## config.mk

```make
export PLATFORM = sky130hd
export DESIGN_NAME = xor_pulse_driver
export DESIGN_NICKNAME = d
export VERILOG_FILES = /design/src/rtl/xor_pulse_drv_pkg.sv /design/src/rtl/pulse_timer.sv /design/src/rtl/xor_pulse_driver.sv
export SDC_FILE = /design/constraint.sdc
export NUM_CORES = 1
export LEC_CHECK = 0
export ABC_AREA = 1
export CAP_MARGIN = 20
export CORE_MARGIN = 3
export CORE_UTILIZATION = 29
export DETAILED_ROUTE_END_ITERATION = 8
export PLACE_DENSITY = 0.57
export SKIP_CTS_REPAIR_TIMING = 1
export SYNTH_ARGS = -nofsm -noshare
export SYNTH_HDL_FRONTEND = slang
export SYNTH_SLANG_ARGS = --single-unit
export TNS_END_PERCENT = 10
```

## constraint.sdc

```tcl
create_clock -name clk -period 3.2 [get_ports clk]
set_input_delay 0.32 -clock clk [delete_from_list [all_inputs] [get_ports clk]]
set_output_delay 0.32 -clock clk [all_outputs]
set_load 0.01 [all_outputs]
```

## src/rtl/xor_pulse_drv_pkg.sv

```systemverilog
// Shared types and helpers for the XOR pulse-gate stimulus driver.
// Used by xor_pulse_driver, pulse_timer and the bench.
package xor_pulse_drv_pkg;

  typedef enum logic [2:0] {
    ST_IDLE,
    ST_ISSUE,
    ST_SETTLE,
    ST_CLOCK,
    ST_WAIT,
    ST_SAMPLE,
    ST_RESULT
  } drv_state_t;

  localparam int ERR_CNT_W = 16;

  function automatic int bit_period(
    input int s,
    input int h,
    input int o
  );
    return s + h + o + 1;
  endfunction

endpackage

```

## src/rtl/pulse_timer.sv

```systemverilog
// Loadable down-counter; done marks the last cycle of a phase.
// Loading N gives N cycles of the phase that follows the load.
module pulse_timer #(
  parameter int W = 4
) (
  input  logic         clk,
  input  logic         rst,
  input  logic         load,
  input  logic [W-1:0] load_val,
  output logic         done
);

  logic [W-1:0] cnt;

  always_ff @(posedge clk or posedge rst) begin
    if (rst) begin
      cnt <= '0;
    end else if (load) begin
      cnt <= load_val;
    end else if (cnt != '0) begin
      cnt <= cnt - 1'b1;
    end
  end

  assign done = (cnt == W'(1));

endmodule

```

## src/rtl/xor_pulse_driver.sv

```systemverilog
// Serialises operand pairs into data/clock pulses for the XOR pulse gate.
// Optional err_cnt output enabled by XOR_PULSE_DRIVER_ERR_CNT_EN.
module xor_pulse_driver
  import xor_pulse_drv_pkg::*;
#(
  parameter int DW            = 8,
  parameter int SETUP_TICKS   = 10,
  parameter int HOLD_TICKS    = 5,
  parameter int OUT_DLY_TICKS = 15
) (
  input  logic          clk,
  input  logic          rst,
  input  logic          in_valid,
  output logic          in_ready,
  input  logic [DW-1:0] in_a,
  input  logic [DW-1:0] in_b,
  output logic          a_pulse,
  output logic          b_pulse,
  output logic          clk_pulse,
  input  logic          xor_out,
  output logic          res_valid,
  input  logic          res_ready,
  output logic [DW-1:0] res_word,
  output logic          res_err
`ifdef XOR_PULSE_DRIVER_ERR_CNT_EN
  ,
  output logic [ERR_CNT_W-1:0] err_cnt
`endif
);

  localparam int SH   = SETUP_TICKS + HOLD_TICKS;
  localparam int TMAX = (SH > OUT_DLY_TICKS) ? SH : OUT_DLY_TICKS;
  localparam int TW   = $clog2(TMAX + 1);
  localparam int IW   = (DW > 1) ? $clog2(DW) : 1;

  localparam logic [TW-1:0] SETTLE_LD = TW'(SH - 1);
  localparam logic [TW-1:0] WAIT_LD   = TW'(OUT_DLY_TICKS - 1);
  localparam logic [IW-1:0] LAST_IDX  = IW'(DW - 1);

  drv_state_t    state;
  drv_state_t    state_nxt;
  logic [DW-1:0] a_q;
  logic [DW-1:0] b_q;
  logic [IW-1:0] idx;
  logic [IW-1:0] idx_nxt;
  logic          tmr_load;
  logic [TW-1:0] tmr_val;
  logic          tmr_done;
  logic          a_bit;
  logic          b_bit;

  assign in_ready  = (state == ST_IDLE);
  assign res_valid = (state == ST_RESULT);

  pulse_timer #(
    .W(TW)
  ) u_timer (
    .clk     (clk),
    .rst     (rst),
    .load    (tmr_load),
    .load_val(tmr_val),
    .done    (tmr_done)
  );

  always_comb begin
    state_nxt = state;
    idx_nxt   = idx;
    tmr_load  = 1'b0;
    tmr_val   = SETTLE_LD;
    unique case (state)
      ST_IDLE: begin
        if (in_valid) begin
          state_nxt = ST_ISSUE;
          idx_nxt   = '0;
        end
      end
      ST_ISSUE: begin
        tmr_load  = 1'b1;
        state_nxt = (SH == 1) ? ST_CLOCK : ST_SETTLE;
      end
      ST_SETTLE: begin
        if (tmr_done) state_nxt = ST_CLOCK;
      end
      ST_CLOCK: begin
        tmr_load  = 1'b1;
        tmr_val   = WAIT_LD;
        state_nxt = (OUT_DLY_TICKS == 1) ? ST_SAMPLE : ST_WAIT;
      end
      ST_WAIT: begin
        if (tmr_done) state_nxt = ST_SAMPLE;
      end
      ST_SAMPLE: begin
        if (idx == LAST_IDX) begin
          state_nxt = ST_RESULT;
        end else begin
          idx_nxt   = idx + 1'b1;
          state_nxt = ST_ISSUE;
        end
      end
      ST_RESULT: begin
        if (res_ready) state_nxt = ST_IDLE;
      end
      default: state_nxt = ST_IDLE;
    endcase
  end

  // Pulses are registered off the next state; on accept a_q is not yet loaded.
  assign a_bit = (state == ST_IDLE) ? in_a[0] : a_q[idx_nxt];
  assign b_bit = (state == ST_IDLE) ? in_b[0] : b_q[idx_nxt];

  always_ff @(posedge clk or posedge rst) begin
    if (rst) begin
      state     <= ST_IDLE;
      idx       <= '0;
      a_q       <= '0;
      b_q       <= '0;
      a_pulse   <= 1'b0;
      b_pulse   <= 1'b0;
      clk_pulse <= 1'b0;
      res_word  <= '0;
      res_err   <= 1'b0;
    end else begin
      state     <= state_nxt;
      idx       <= idx_nxt;
      a_pulse   <= (state_nxt == ST_ISSUE) & a_bit;
      b_pulse   <= (state_nxt == ST_ISSUE) & b_bit;
      clk_pulse <= (state_nxt == ST_CLOCK);
      if (state == ST_IDLE && in_valid) begin
        a_q      <= in_a;
        b_q      <= in_b;
        res_word <= '0;
        res_err  <= 1'b0;
      end
      if (state == ST_SAMPLE) begin
        res_word[idx] <= xor_out;
        res_err <= res_err | (xor_out ^ a_q[idx] ^ b_q[idx]);
      end
    end
  end

`ifdef XOR_PULSE_DRIVER_ERR_CNT_EN
  always_ff @(posedge clk or posedge rst) begin
    if (rst) begin
      err_cnt <= '0;
    end else if (res_valid && res_ready && res_err && err_cnt != '1) begin
      err_cnt <= err_cnt + 1'b1;
    end
  end
`endif

endmodule
```

* Word-level counts from Yosys, hierarchy flattened
Cells that the tools add are included. Widths: inputs -> output; s select.
Storage, ports and cells: memories kept 0, bits in read-only memories 0, latch bits 0, input port bits 21, logic and storage cells 66, register bits after elaboration 38, RAM bits 0, output and inout bits 14
Cells by class: bitwise gates (word level) 5, multiply operators 0, multiplexer cells 29, $lt $le $gt $ge 3, eq/ne operators 10, div/mod/pow operators 0, reduce and logical (&&, ||, !) cells 7, add/subtract/negate cells 2, shifts and indexed selects 0
Operators with widths (count):
- $mux 3 | 7
- $pmux 3 s7 | 1
- $mux 8 | 2
- $bmux 1 s3 | 4
- $eq 3x3->1 const B | 4
- $mux 1 | 10
- $eq 3x2->1 const B | 3
- $bwmux 8 | 1
- $lt 3x4->1 const B | 2
- $mux 4 | 2
- $eq 3x1->1 const B | 2
- $pmux 3 s2 | 1
- $eq 4x1->1 const B | 1
- $reduce_bool 2->1 | 2
- $reduce_bool 4->1 | 1
- $sub 4x1->4 const B | 1
- $add 3x1->3 const B | 1
- $demux 1 s3 | 1
- $ge 3x1->1 const B | 1
- $logic_not 3->1 | 1
- $and 1x1->1 | 2
- $logic_and 1x1->1 | 2
- $reduce_or 2->1 | 1
- $xor 1x1->1 | 2
- $or 1x1->1 | 1

* Logic depth before layout (Yosys ltp)
word-level depth 7, gate-level depth with buffers 12, gate-level depth less buffers 11

* Cells and area by module
A second synthesis with hierarchy kept.
Second synthesis, totals: cell total of the unflattened synthesis 292, area total of the unflattened synthesis 2144.6 um^2
Modules (own cells, without submodules):
- xor_pulse_driver | instances 1, cells an instance 255, area each 1866.8 um^2, sequential area each 850.8 um^2
- pulse_timer | instances 1, cells an instance 37, area each 277.8 um^2, sequential area each 100.1 um^2

* Worst setup path after synthesis
No wires, ideal clock.
kind flip-flop to flip-flop, start reg idx[0], end reg a_pulse, arrival time 1380 ps, cell stages (with the launch flop) 12, setup time 113 ps, required time 3087 ps, path buffers 0, slack 1707 ps, cell sequence dfrtp_1 -> ha_1 -> nand2_1 -> nand2_4 -> nand2_8 -> nand3_4 -> nand2_1 -> nand3_1 -> nand3_1 -> nand3_1 -> nand2_1 -> inv_1
Between the ends: word-level cells in the longest chain between the ends 7, elaborated cells between the ends (all ways) 12
Ends and longest elaborated chain:
- start: declaration | RTL line xor_pulse_driver.sv:44 | logic [IW-1:0] idx;
- start signal: assignment | RTL line xor_pulse_driver.sv:124 | idx <= idx_nxt;
- $add 3x1->3 or $eq 3x3->1 (tied branches) | RTL line xor_pulse_driver.sv:96, xor_pulse_driver.sv:93
- $mux 3 | RTL line xor_pulse_driver.sv:93 | if (idx == LAST_IDX) begin
- $pmux 3 s2 | RTL line xor_pulse_driver.sv:70 | unique case (state)
- $bmux 1 s3 | RTL line xor_pulse_driver.sv:108 | assign a_bit = (state == ST_IDLE) ? in_a[0] : a_q[idx_nxt];
- $mux 1 (not written as such) | RTL line xor_pulse_driver.sv:108
- $mux 1 | RTL line xor_pulse_driver.sv:108
- $and 1x1->1 (*) | RTL line xor_pulse_driver.sv:125 | a_pulse <= (state_nxt == ST_ISSUE) & a_bit;
- end signal: assignment | RTL line xor_pulse_driver.sv:125
- end: declaration | RTL line xor_pulse_driver.sv:17 | output logic a_pulse,
Every way passes the cells marked *; elsewhere a longest branch is shown, timed or not. The select of a mux whose other input is x is not followed. A chain may end at the register's enable or synchronous reset.

* Final worst setup path
start reg state[0], end out in_ready
Between the ends: word-level cells in the longest chain between the ends 1
Ends and longest elaborated chain:
- start: declaration | RTL line xor_pulse_driver.sv:40 | drv_state_t state;
- start signal: assignment | RTL line xor_pulse_driver.sv:123 | state <= state_nxt;
- $logic_not 3->1 | RTL line xor_pulse_driver.sv:52 | assign in_ready = (state == ST_IDLE);
- end: declaration | RTL line xor_pulse_driver.sv:14 | output logic in_ready,
Every way passes these cells.

==> impl_summary.log <==
INFO  metric synth.lib_cells_used.distinct = 29
INFO  metric worst_hold_path_type = in -> async
INFO  metric die_h = 91.5 um
INFO  metric drt_wl_total = 5.01 mm
INFO  metric final-hold-violation-count = 0
INFO  metric finalSetupViolations = 0
INFO  metric peakVddDrop = 0.270 mV
INFO  metric synth_fp_nets = 302
INFO  metric detailed_place_hpwl = 3.62 mm
INFO  metric wl_met3 = 247 um
INFO  metric worst_hold_slack = around 450 ps
INFO  metric maxCapViolations = 0
INFO  metric clk_root_buffer_cell = sky130_fd_sc_hd__clkbuf_8
INFO  metric critPathMaxFanout = 8
INFO  metric leading_cell_type_in_the_layout_fill_and_taps_excluded = sky130_fd_sc_hd__nand2_1
INFO  metric fin_crit_sh = between 60% and 70%
INFO  metric buffer_ports.inserted = 34
INFO  metric start_util = 30.5%
INFO  metric post_route_cells_drive_above_1_share = 7.10%
INFO  metric final_cell_area = 2640 um^2
INFO  metric timing.critical_path.arrival = between 1500 and 2000 ps
INFO  metric area.growth.synth_to_final = 24.6%
INFO  metric synth.yosys.seq_area_share = 44.9%
INFO  metric die_area = 8370 um^2
INFO  metric die_x = 91.5 um
INFO  metric synth_cell_area = 2120 um^2
INFO  metric topRoutingLayerUsed = met4
INFO  metric timing.slew.headroom = 54.5%
INFO  metric grt.overflow.total = 0
INFO  metric met2_routed_wl = ~2.4 mm
INFO  metric clk_latency = 290 ps
INFO  metric boundaryPins = 35
INFO  metric placeable_core_region = 6940 um^2
INFO  metric grt_start_max_net_pins = 39
INFO  metric timing.rr.start = idx[0]$_DFF_PP0_
INFO  metric final.min_clock_period = 2070 ps
INFO  metric detail_route.iter0.violations = 125
INFO  metric number_of_placement_rows = 30
INFO  metric fin_skew = 7.58 ps
INFO  metric clock_tree_from_tritoncts = yes
INFO  metric drt-vias-per-instance = 4.59
INFO  metric tightestPinTransition = 682 ps
INFO  metric finalWeightedCongestion = 0.857
INFO  metric timing.final.max_slew_violations = 0
INFO  metric tritoncts.num_buffers = 5
INFO  metric detail-route-antenna-nets = 0
INFO  metric critPathRequiredTime = 2880 ps
INFO  metric power.static_leakage = 1.21 nW
INFO  metric cts_sinks = 38
INFO  metric groute.usage.overall = 13.1%
INFO  metric drcViolationCount = 0
INFO  metric regToRegSetupSlack = 1140 ps
INFO  metric route.detailed.wl_per_inst = 12.3 um
INFO  metric via_count_of_the_first_global_routing_pass = around 1800
INFO  metric vias = about 1900
INFO  metric run_status = finished, final reports clean
INFO  metric clockBufferDepth = 2
INFO  metric ys_warn_count = 0
INFO  metric placed_area = 2530 um^2
INFO  metric synthesized_instance_count = 277
INFO  metric post_layout_nets = 334
INFO  metric critPathCaptureType = output port
INFO  metric source_of_the_critical_timing_path = state[0]$_DFF_PP0_
INFO  metric drt_pass1_iterations = 5
INFO  metric wl_met1 = around 2.3 mm
INFO  metric mostFrequentLayoutCells = sky130_fd_sc_hd__nand2_1 (92), sky130_fd_sc_hd__dfrtp_1 (38), sky130_fd_sc_hd__nand3_1 (34), sky130_fd_sc_hd__clkdlybuf4s50_1 (34), sky130_fd_sc_hd__inv_1 (29)
INFO  metric rsz0062_at_grt = no
INFO  metric clkTransAtPathRegs = about 80 ps
INFO  metric antenna_found_initial = 0
INFO  metric worst-setup-path-type = reg -> out
INFO  metric insertedDiodeCount = 0
INFO  metric ctsHtreeMaxLevel = 2
INFO  metric syn_area_per_cell = 7.65 um^2
INFO  metric power_density = about 810 nW/um^2
INFO  metric tns = 0 ps
INFO  metric worstSetupStartpointType = flop
INFO  metric grt_first_pass_wirelength = 8.84 mm
INFO  metric fmaxAchievable = 484 MHz
INFO  metric fillCellCount = 740
INFO  metric ys_seq_elements = 38
## synthesized netlist by cell type
| master | number | area [um^2] |
|---|---|---|
| sky130_fd_sc_hd__a21oi_1 | 4 | 20.0 |
| sky130_fd_sc_hd__a31oi_1 | 1 | 6.26 |
| sky130_fd_sc_hd__buf_1 | 1 | 3.75 |
| sky130_fd_sc_hd__buf_2 | 6 | 30.0 |
| sky130_fd_sc_hd__buf_4 | 1 | 7.51 |
| sky130_fd_sc_hd__buf_6 | 1 | 11.3 |
| sky130_fd_sc_hd__clkbuf_1 | 1 | 3.75 |
| sky130_fd_sc_hd__dfrtp_1 | 38 | 951 |
| sky130_fd_sc_hd__ha_1 | 4 | 50.1 |
| sky130_fd_sc_hd__inv_1 | 29 | 109 |
| sky130_fd_sc_hd__inv_2 | 1 | 3.75 |
| sky130_fd_sc_hd__inv_4 | 1 | 6.26 |
| sky130_fd_sc_hd__nand2_1 | 92 | 345 |
| sky130_fd_sc_hd__nand2_2 | 2 | 12.5 |
| sky130_fd_sc_hd__nand2_4 | 2 | 22.5 |
| sky130_fd_sc_hd__nand2_8 | 1 | 20.0 |
| sky130_fd_sc_hd__nand3_1 | 34 | 170 |
| sky130_fd_sc_hd__nand3_2 | 1 | 10.0 |
| sky130_fd_sc_hd__nand3_4 | 2 | 35.0 |
| sky130_fd_sc_hd__nand4_1 | 3 | 18.8 |
| sky130_fd_sc_hd__nor2_1 | 11 | 41.3 |
| sky130_fd_sc_hd__nor2_2 | 2 | 12.5 |
| sky130_fd_sc_hd__nor2_8 | 1 | 20.0 |
| sky130_fd_sc_hd__nor3_1 | 2 | 10.0 |
| sky130_fd_sc_hd__nor4_1 | 7 | 43.8 |
| sky130_fd_sc_hd__o211ai_1 | 1 | 7.51 |
| sky130_fd_sc_hd__o21ai_0 | 24 | 120 |
| sky130_fd_sc_hd__o21ai_1 | 2 | 10.0 |
| sky130_fd_sc_hd__xnor2_1 | 2 | 17.5 |
## metal layers
metal / vias up / global-route usage (%)
met5: - / 0
met4: 0 / 4.15
met3: 8 / 3.15
met2: 44 / 21.1
met1: 852 / 17.2
li1: 959 / -
## final timing paths
kind	end	depth (start not counted)
min	u_timer.cnt[1]$_DFFE_PP0P_	3
min in group clk	res_err$_DFFE_PP0P_	2
max	in_ready	4
max reg2reg	a_pulse$_DFF_PP0_	11
max in group asynchronous	b_q[5]$_DFFE_PP0P_	3
min reg2reg	res_err$_DFFE_PP0P_	2
## kinds of logic (layout without fill, tap and decap cells)
| group | count (synthesis) | in the layout | share of synthesized area [%] |
|---|---|---|---|
| XOR/XNOR | 2 | 2 | 0.827 |
| flip-flops | 38 | 38 | 44.9 |
| AND/OR/NAND/NOR | 160 | 160 | 35.9 |
| buffers and inverters | 41 | 74 | 8.26 |
| adder cells (fa/ha/maj) | 4 | 4 | 2.36 |
| AO/OA/AOI/OAI | 32 | 32 | 7.73 |
## critical path: stages, from the launching register on
cell	delay, ps
sky130_fd_sc_hd__dfrtp_1	480
sky130_fd_sc_hd__nor2_2	230
sky130_fd_sc_hd__inv_1	60
sky130_fd_sc_hd__nor2_1	130
sky130_fd_sc_hd__clkdlybuf4s50_1	560
## state kept, by name, indices dropped and copies added, names as in the netlist
name,flops
b_pulse,1
state,3
res_err,1
u_timer.cnt,4
a_pulse,1
res_word,8
clk_pulse,1
a_q,8
idx,3
b_q,8
## power by group
| group | internal [mW] | leakage [nW] | total [mW] | switching (mW) |
|---|---|---|---|---|
| Combinational | 0.360 | 0.669 | 0.914 | 0.554 |
| Clock | 0.218 | 0.0575 | 0.390 | 0.173 |
| Sequential | 0.652 | 0.487 | 0.839 | 0.187 |
| Total | 1.23 | 1.21 | 2.14 | 0.913 |
## area by class of cell
class | instances | area [um^2] | share of cell area, %
sequential | 38 | 951 | 36.0
inverter | 31 | 119 | 4.50
timing repair buffer | 35 | 348 | 13.2
clock buffer | 8 | 110 | 4.17
tap | 96 | 120 | 4.55
multi-input combinational | 198 | 993 | 37.6
## through the flow
stage                     total power [mW]  cells  setup slack [ps]  util (%)
final                                 2.14    406              1130      38.0
after global routing                  2.36    406               897      38.0
after CTS                             2.16    406              1110      38.0
after detailed placement              1.77    398              1190      36.5
after global placement                1.75    398              1230      36.5
after floorplan                       1.49    277              1710         -
(Power assumes the default switching activity.)
